[config.mk]
export PLATFORM = sky130hd
export DESIGN_NAME = vid_frame_ctrl
export DESIGN_NICKNAME = d
export VERILOG_FILES = /design/src/rtl/vid_frame_ctrl.sv
export SDC_FILE = /design/constraint.sdc
export NUM_CORES = 1
export LEC_CHECK = 0
export ABC_AREA = 1
export ABC_CLOCK_PERIOD_IN_PS = 7080
export CAP_MARGIN = 15
export CORE_ASPECT_RATIO = 1.4
export CORE_MARGIN = 3
export CORE_UTILIZATION = 25
export DETAILED_ROUTE_END_ITERATION = 12
export HOLD_SLACK_MARGIN = 0.12
export SLEW_MARGIN = 5
export SYNTH_ARGS = -nofsm -noshare
export SYNTH_HDL_FRONTEND = slang
export SYNTH_SLANG_ARGS = --single-unit
[constraint.sdc]
create_clock -name clk -period 7.08 [get_ports clk]
set_clock_uncertainty 0.05 [all_clocks]
set_input_delay 0.708 -clock clk [delete_from_list [all_inputs] [get_ports clk]]
set_output_delay 0.708 -clock clk [all_outputs]
set_load 0.005 [all_outputs]
[src/rtl/vid_frame_ctrl.sv]
// vid_frame_ctrl: video timing lock, geometry measurement and frame-aligned filter configuration
// Ports:
//   clk, rst                 pixel clock, synchronous active-high reset
//   sw                       raw asynchronous user switches
//   rx_dv, rx_hs, rx_vs      receiver active-video qualifier, hsync, vsync
//   cfg_mode, cfg_update     committed filter configuration and its one-cycle change pulse
//   cfg_bypass               filter pass-through request while timing is unlocked
//   x_pos, y_pos             coordinates of the current active pixel
//   h_active, v_active       geometry of the last complete locked frame
//   locked, status           lock flag and {locked, state, sticky geometry mismatch}
module vid_frame_ctrl #(
   parameter int CW          = 12,
   parameter int LOCK_FRAMES = 2,
   parameter int DEB_CYCLES  = 65536,
   parameter int TIMEOUT     = 4000000
) (
   input  logic          clk,
   input  logic          rst,
   input  logic [7:0]    sw,
   input  logic          rx_dv,
   input  logic          rx_hs,
   input  logic          rx_vs,
   output logic [7:0]    cfg_mode,
   output logic          cfg_update,
   output logic          cfg_bypass,
   output logic [CW-1:0] x_pos,
   output logic [CW-1:0] y_pos,
   output logic [CW-1:0] h_active,
   output logic [CW-1:0] v_active,
   output logic          locked,
   output logic [3:0]    status
);
   localparam int DW = $clog2(DEB_CYCLES + 1);
   localparam int TW = $clog2(TIMEOUT + 1);
   localparam logic [CW-1:0] CMAX = '1;
   localparam logic [DW-1:0] DMAX = DW'(DEB_CYCLES - 1);
   localparam logic [TW-1:0] TMAX = TW'(TIMEOUT - 1);
   localparam logic [3:0]    LF1  = 4'(LOCK_FRAMES - 1);

   typedef enum logic [1:0] {WAIT_VS = 2'b00, MEASURE = 2'b01, LOCKED = 2'b10} state_t;
   state_t state, state_nx;

   logic          vs_d, dv_d, frame_mis, sticky;
   logic [CW-1:0] pix_cnt, line_cnt, cur_w, prev_w, prev_l;
   logic [3:0]    match_cnt;
   logic [TW-1:0] to_cnt;
   logic [7:0]    sw_s1, sw_s2, sw_q, pending;
   logic [DW-1:0] deb_cnt;

   logic          vs_rise, dv_fall, first_line, pix_sat, fin_mis, good, lock_now, to_hit, commit;
   logic [CW-1:0] fin_w, fin_l;
   logic [3:0]    m_nx;

   assign vs_rise    = rx_vs & ~vs_d;
   assign dv_fall    = ~rx_dv & dv_d;
   assign first_line = line_cnt == '0;
   assign pix_sat    = rx_dv & (pix_cnt == CMAX);
   // fin_* are the frame totals with any line ending this cycle already closed,
   // so a vs_rise coinciding with dv_fall still accounts for the last line.
   assign fin_w   = (dv_fall && first_line) ? pix_cnt : cur_w;
   assign fin_l   = (dv_fall && line_cnt != CMAX) ? line_cnt + 1'b1 : line_cnt;
   assign fin_mis = frame_mis | pix_sat |
                    (dv_fall & ((~first_line & (pix_cnt != cur_w)) | (line_cnt == CMAX)));
   assign good     = fin_w == prev_w && fin_l == prev_l && fin_w != '0 && fin_l != '0 && !fin_mis;
   assign m_nx     = match_cnt + 4'd1;
   assign lock_now = good && m_nx >= LF1;
   // Timeout is not taken in the middle of an hsync pulse.
   assign to_hit   = to_cnt == TMAX && !rx_hs && !vs_rise;
   assign commit   = (locked ? vs_rise : 1'b1) && pending != cfg_mode;
   assign y_pos    = line_cnt;
   assign status   = {locked, state, sticky};

   always_comb begin
      state_nx = state;
      if (to_hit)
         state_nx = WAIT_VS;
      else if (vs_rise)
         state_nx = state == WAIT_VS ? MEASURE :
                    state == MEASURE ? (lock_now ? LOCKED : MEASURE) :
                    (good ? LOCKED : MEASURE);
   end

   always_ff @(posedge clk) state <= rst ? WAIT_VS : state_nx;

   always_ff @(posedge clk) begin
      if (rst) begin
         vs_d <= 1'b0; dv_d <= 1'b0; frame_mis <= 1'b0; sticky <= 1'b0;
         pix_cnt <= '0; line_cnt <= '0; cur_w <= '0; prev_w <= '0; prev_l <= '0;
         match_cnt <= '0; to_cnt <= '0; x_pos <= '0; h_active <= '0; v_active <= '0;
         locked <= 1'b0; cfg_bypass <= 1'b1; cfg_mode <= '0; cfg_update <= 1'b0;
         sw_s1 <= '0; sw_s2 <= '0; sw_q <= '0; pending <= '0; deb_cnt <= '0;
      end else begin
         vs_d <= rx_vs;
         dv_d <= rx_dv;
         if (rx_dv) begin
            x_pos   <= pix_cnt;
            pix_cnt <= pix_sat ? pix_cnt : pix_cnt + 1'b1;
         end else if (dv_fall)
            pix_cnt <= '0;
         line_cnt  <= vs_rise ? '0 : fin_l;
         cur_w     <= vs_rise ? '0 : fin_w;
         frame_mis <= ~vs_rise & fin_mis;
         to_cnt    <= vs_rise ? '0 : (to_cnt == TMAX ? to_cnt : to_cnt + 1'b1);
         if (to_hit)
            match_cnt <= '0;
         else if (vs_rise) begin
            match_cnt <= (state == MEASURE && good && !lock_now) ? m_nx : '0;
            // Leaving WAIT_VS the partial frame seen so far is not a valid reference.
            prev_w    <= state == WAIT_VS ? '0 : fin_w;
            prev_l    <= state == WAIT_VS ? '0 : fin_l;
            sticky    <= sticky | (state != WAIT_VS && !good);
            if (state_nx == LOCKED) begin
               h_active <= fin_w;
               v_active <= fin_l;
            end
         end
         locked     <= state_nx == LOCKED;
         cfg_bypass <= state_nx != LOCKED;
         sw_s1      <= sw;
         sw_s2      <= sw_s1;
         sw_q       <= sw_s2;
         deb_cnt    <= sw_s2 != sw_q ? '0 : (deb_cnt == DMAX ? deb_cnt : deb_cnt + 1'b1);
         if (deb_cnt == DMAX) pending <= sw_q;
         cfg_update <= commit;
         if (commit) cfg_mode <= pending;
      end
   end
endmodule

==> summary by stage <==
Clocking
The root buffer cell is clkbuf_16. The clock passes through at most 2 buffers. The clock tree synthesis step divided the H-tree into 4 levels. Buffers inserted to repair hold after CTS numbered 0. The number of clock sinks is 188. The number of setup buffers added after CTS is 0.

The clock slew seen by the registers of the worst setup and hold paths is 0.08 ns. The clock tree from TritonCTS is built. For the worst-skew pair, the clock arrives at the later sink with an insertion delay of 0.45 ns. The post-cts sizing count is 0. The number of buffers created by CTS is 17.

Placed design
Input and output buffers added on the ports amount to 75. The cell area after placement is 0.00985 mm². The number of placed instances, taps included, is 1762. The half-perimeter wire length after placement is 17200 µm. Routability-driven placement finished with a final weighted congestion of 0.871.

GRT
The initial antenna violation count is 1. The first global-routing pass estimated 37700 µm of wire. The final global-route overflow total is 0. The number of global-route vias before repair came to 7717. The global router's overall resource usage is 12.6%. The maximum number of pins on one net before global-route repair is 64.

Synthesis
Counting flops with an async set or reset pin after synthesis yields a share of 0%. The mapped netlist covers 0.00871 mm². The Yosys step of the flow raised 0 warnings. Averaged over all synthesized cells, the footprint is 6.84 µm².

In this run, synthesis inferred 0 flip-flops with an integrated enable. In the post-synthesis netlist, the biggest area contributors are dfxtp_1 43%, nand2_1 13%, nor2_1 9.4%, inv_1 7.6%, nand3_1 3.6%. The most used flip-flop cell after synthesis is dfxtp_1. Summed over all instances, the cell type with the most area after synthesis is dfxtp_1. The number of storage elements in the synthesis netlist is 188. The share of the synthesized area in the top cell type is 43.2%. Of the synthesized area, sequential elements account for 43.2%.

When the netlist entered floorplanning its net count stood at 1295. Counting every instance in the synthesized netlist gives 1274. After synthesis, the netlist uses 41 different library cells.

STA
Measured against its own limit, the worst slew margin works out to 29.8%. The time the worst path needs with I/O delays and setup is 3.83 ns. Setup violations remaining at the end of the flow were counted as 0. The tightest hold path in the finished design has a slack of 0.355 ns.

The final-report hold violation count is 0. The maximum frequency from static timing analysis is 261 MHz. The number of max-slew violations in the final report came to 0.

The transition time of the tightest slew-check pin is 1.05 ns. Setup repair after global routing left no endpoint under its margin. The final critical path takes up 54.1% of the cycle. The final sum of negative setup slack is 0 ns.

Power and ir drop
The share of total power dissipated in sequential elements is 48.3%. The switching share of total power is 27.8%. Combinational logic burns 6.4% of the power.

The clock share of power is 45.3%. Cell internal power was estimated by the tool at 1620 µW. The analysis attributes to cell leakage a power of 0.00428 µW. The power density over the cells is 214 mW/mm².

The worst-case vdd ir drop is 0.165 mV. The net switching power is 625 µW.

Routing
After detailed routing, the number of remaining DRC violations is 0. In the routed layout, each cell is associated on average with a via count of 4.48. The first detailed-routing pass took 5 iterations. Detailed routing inserted a total of 8047 vias. In the final routed layout, each cell accounts on average for 12.8 µm.

After detailed routing, the total wire length is 23000 µm. The detailed router finished its first iteration with 559 violations. The number of antenna-violating nets in the routed design is 0.

Worst setup path
STA classifies the critical path endpoint as a flop. The worst endpoint data arrival time is 4.11 ns. STA classifies the critical path startpoint as a primary input. The setup path with the least slack is of type in -> reg.

The maximum fanout encountered on the critical timing path is 27. At the worst endpoint, the required time is 7.35 ns. The register-to-register path setup slack is 3.36 ns.

Finish
Excluding fillers, the count of instances in the completed layout stands at 1796. The final core utilization is 30.7%. Compared with the post-synthesis result, the final layout area differs by 20.7%.

After filler insertion, the fill cell instance count of the layout stands at 3725. The combined area of the multi-input logic cells is 0.00405 mm². The top cell types in the final layout, fill and taps aside, are 295 x nand2_1, 219 x nor2_1, 188 x dfxtp_1.

The most frequent standard cell in the layout excluding fill and tap cells is nand2_1. The sequential cells in the finished layout cover a total of 0.00376 mm². The area of all placed cells without fillers is 0.0105 mm². The share of post-route cells with drive strength above 1 is 5.13%. The final net count is 1352.

Status
The flow ran to the end, and the final reports show no timing, DRC or antenna violations.

Floorplan
The vertical die dimension is 227 µm. The core region is 0.0342 mm². The starting utilization of the core area is 25.4%.

In this run the horizontal extent of the chip is 164 µm. The die covers 0.0371 mm². 76 I/O pins were placed.

The number of cell rows is 80.

Flow run
Max-cap violations in this run came to 0.

Worst hold path
The path class of the lowest-slack min-delay path is reg -> reg.
## registers in the layout, indices dropped and copies added (netlist names), 8 cells and up
signal,cells
to_cnt,22
x_pos,12
pix_cnt,12
pending,8
sw_q,8
deb_cnt,17
y_pos,12
sw_s2,8
h_active,12
cfg_mode,8
sw_s1,8
prev_l,12
v_active,12
cur_w,12
prev_w,12
## worst max-delay path, cell delays in order
cell	delay [ns]
clkdlybuf4s50_1	0.39
buf_4	0.21
inv_2	0.10
nand2_2	0.09
inv_4	0.25
nand2_2	0.12
nor2_1	0.19
nand3_1	0.14
nand2_2	0.16
nand2_1	0.06
nand2_1	0.05
nand2_1	0.05
nor2_1	0.22
nand2_1	0.10
nor2_1	0.09
nand2_1	0.05
nor2_1	0.08
nand4_1	0.64
nor2_1	0.30
nor2_1	0.08
## cell usage after synthesis, types with 2 or more instances
cell / number
o21ai_0: 48
nor2_2: 6
buf_1: 2
xnor2_1: 13
clkbuf_1: 21
inv_1: 176
nor4_1: 7
nand2_2: 6
xor2_1: 14
or2_2: 4
nand3_1: 63
ha_1: 8
o21bai_1: 2
nand4_1: 43
inv_2: 6
a311oi_1: 2
a221oi_1: 3
buf_6: 2
a211oi_1: 3
nor2_1: 219
a21oi_1: 57
nand3_2: 3
nor3_1: 25
buf_2: 12
buf_4: 5
nand2_1: 295
dfxtp_1: 188
o22ai_1: 26
nor3b_1: 3
## final cells by class
cell class                      count  share of cell area [%]
Timing Repair Buffer               80                    7.62
Multi-Input combinational cell    860                    38.5
Inverter                          184                    6.59
Antenna cell                        1                  0.0238
Clock inverter                     15                    2.06
Tap cell                          451                    5.37
Clock buffer                       17                    4.05
Sequential cell                   188                    35.8
## metrics by stage
stage | setup slack (ns) | total power, µW
finish | 3.25 | 2250
global route | 2.80 | 2340
CTS | 3.28 | 2280
detailed placement | 2.81 | 1250
global placement | 2.91 | 1250
floorplan | 4.35 | 1200
## routing by layer
layer	track usage (%)	vias to the layer above	share of wire (%)
li1	-	4149	-
met1	13.3	3686	40
met2	24.0	167	53
met3	2.23	45	3.3
met4	6.01	0	3.1
met5	0	-	0
## path summary, 6_finish.rpt
kind,depth (start not counted),end,startpoint
worst max-delay path,20,v_active[5],rx_dv
worst min-delay path,2,sw_s2[7],sw_s1[7]
worst max register to register,18,v_active[5],y_pos[1]
worst min register to register,2,sw_s2[7],sw_s1[7]
## cell families after synthesis
group	share of synthesized area (%)
buffers and inverters	10.3
AO/OA/AOI/OAI	9.11
AND/OR/NAND/NOR	33.5
flip-flops	43.2
adder cells (fa/ha/maj)	1.15
XOR/XNOR	2.72
## power groups by stage
| stage | Sequential (µW) | Clock, µW | Combinational [µW] |
|---|---|---|---|
| 2_1_floorplan | 1110 | 0 | 95.7 |
| 3_3_place_gp | 1110 | 0 | 141 |
| 3_5_place_dp | 1110 | 0 | 141 |
| 4_1_cts | 1090 | 1050 | 142 |
| 5_1_grt | 1090 | 1080 | 163 |
| 6_report | 1090 | 1020 | 143 |
No activity file was read; power rests on OpenSTA's default activity.
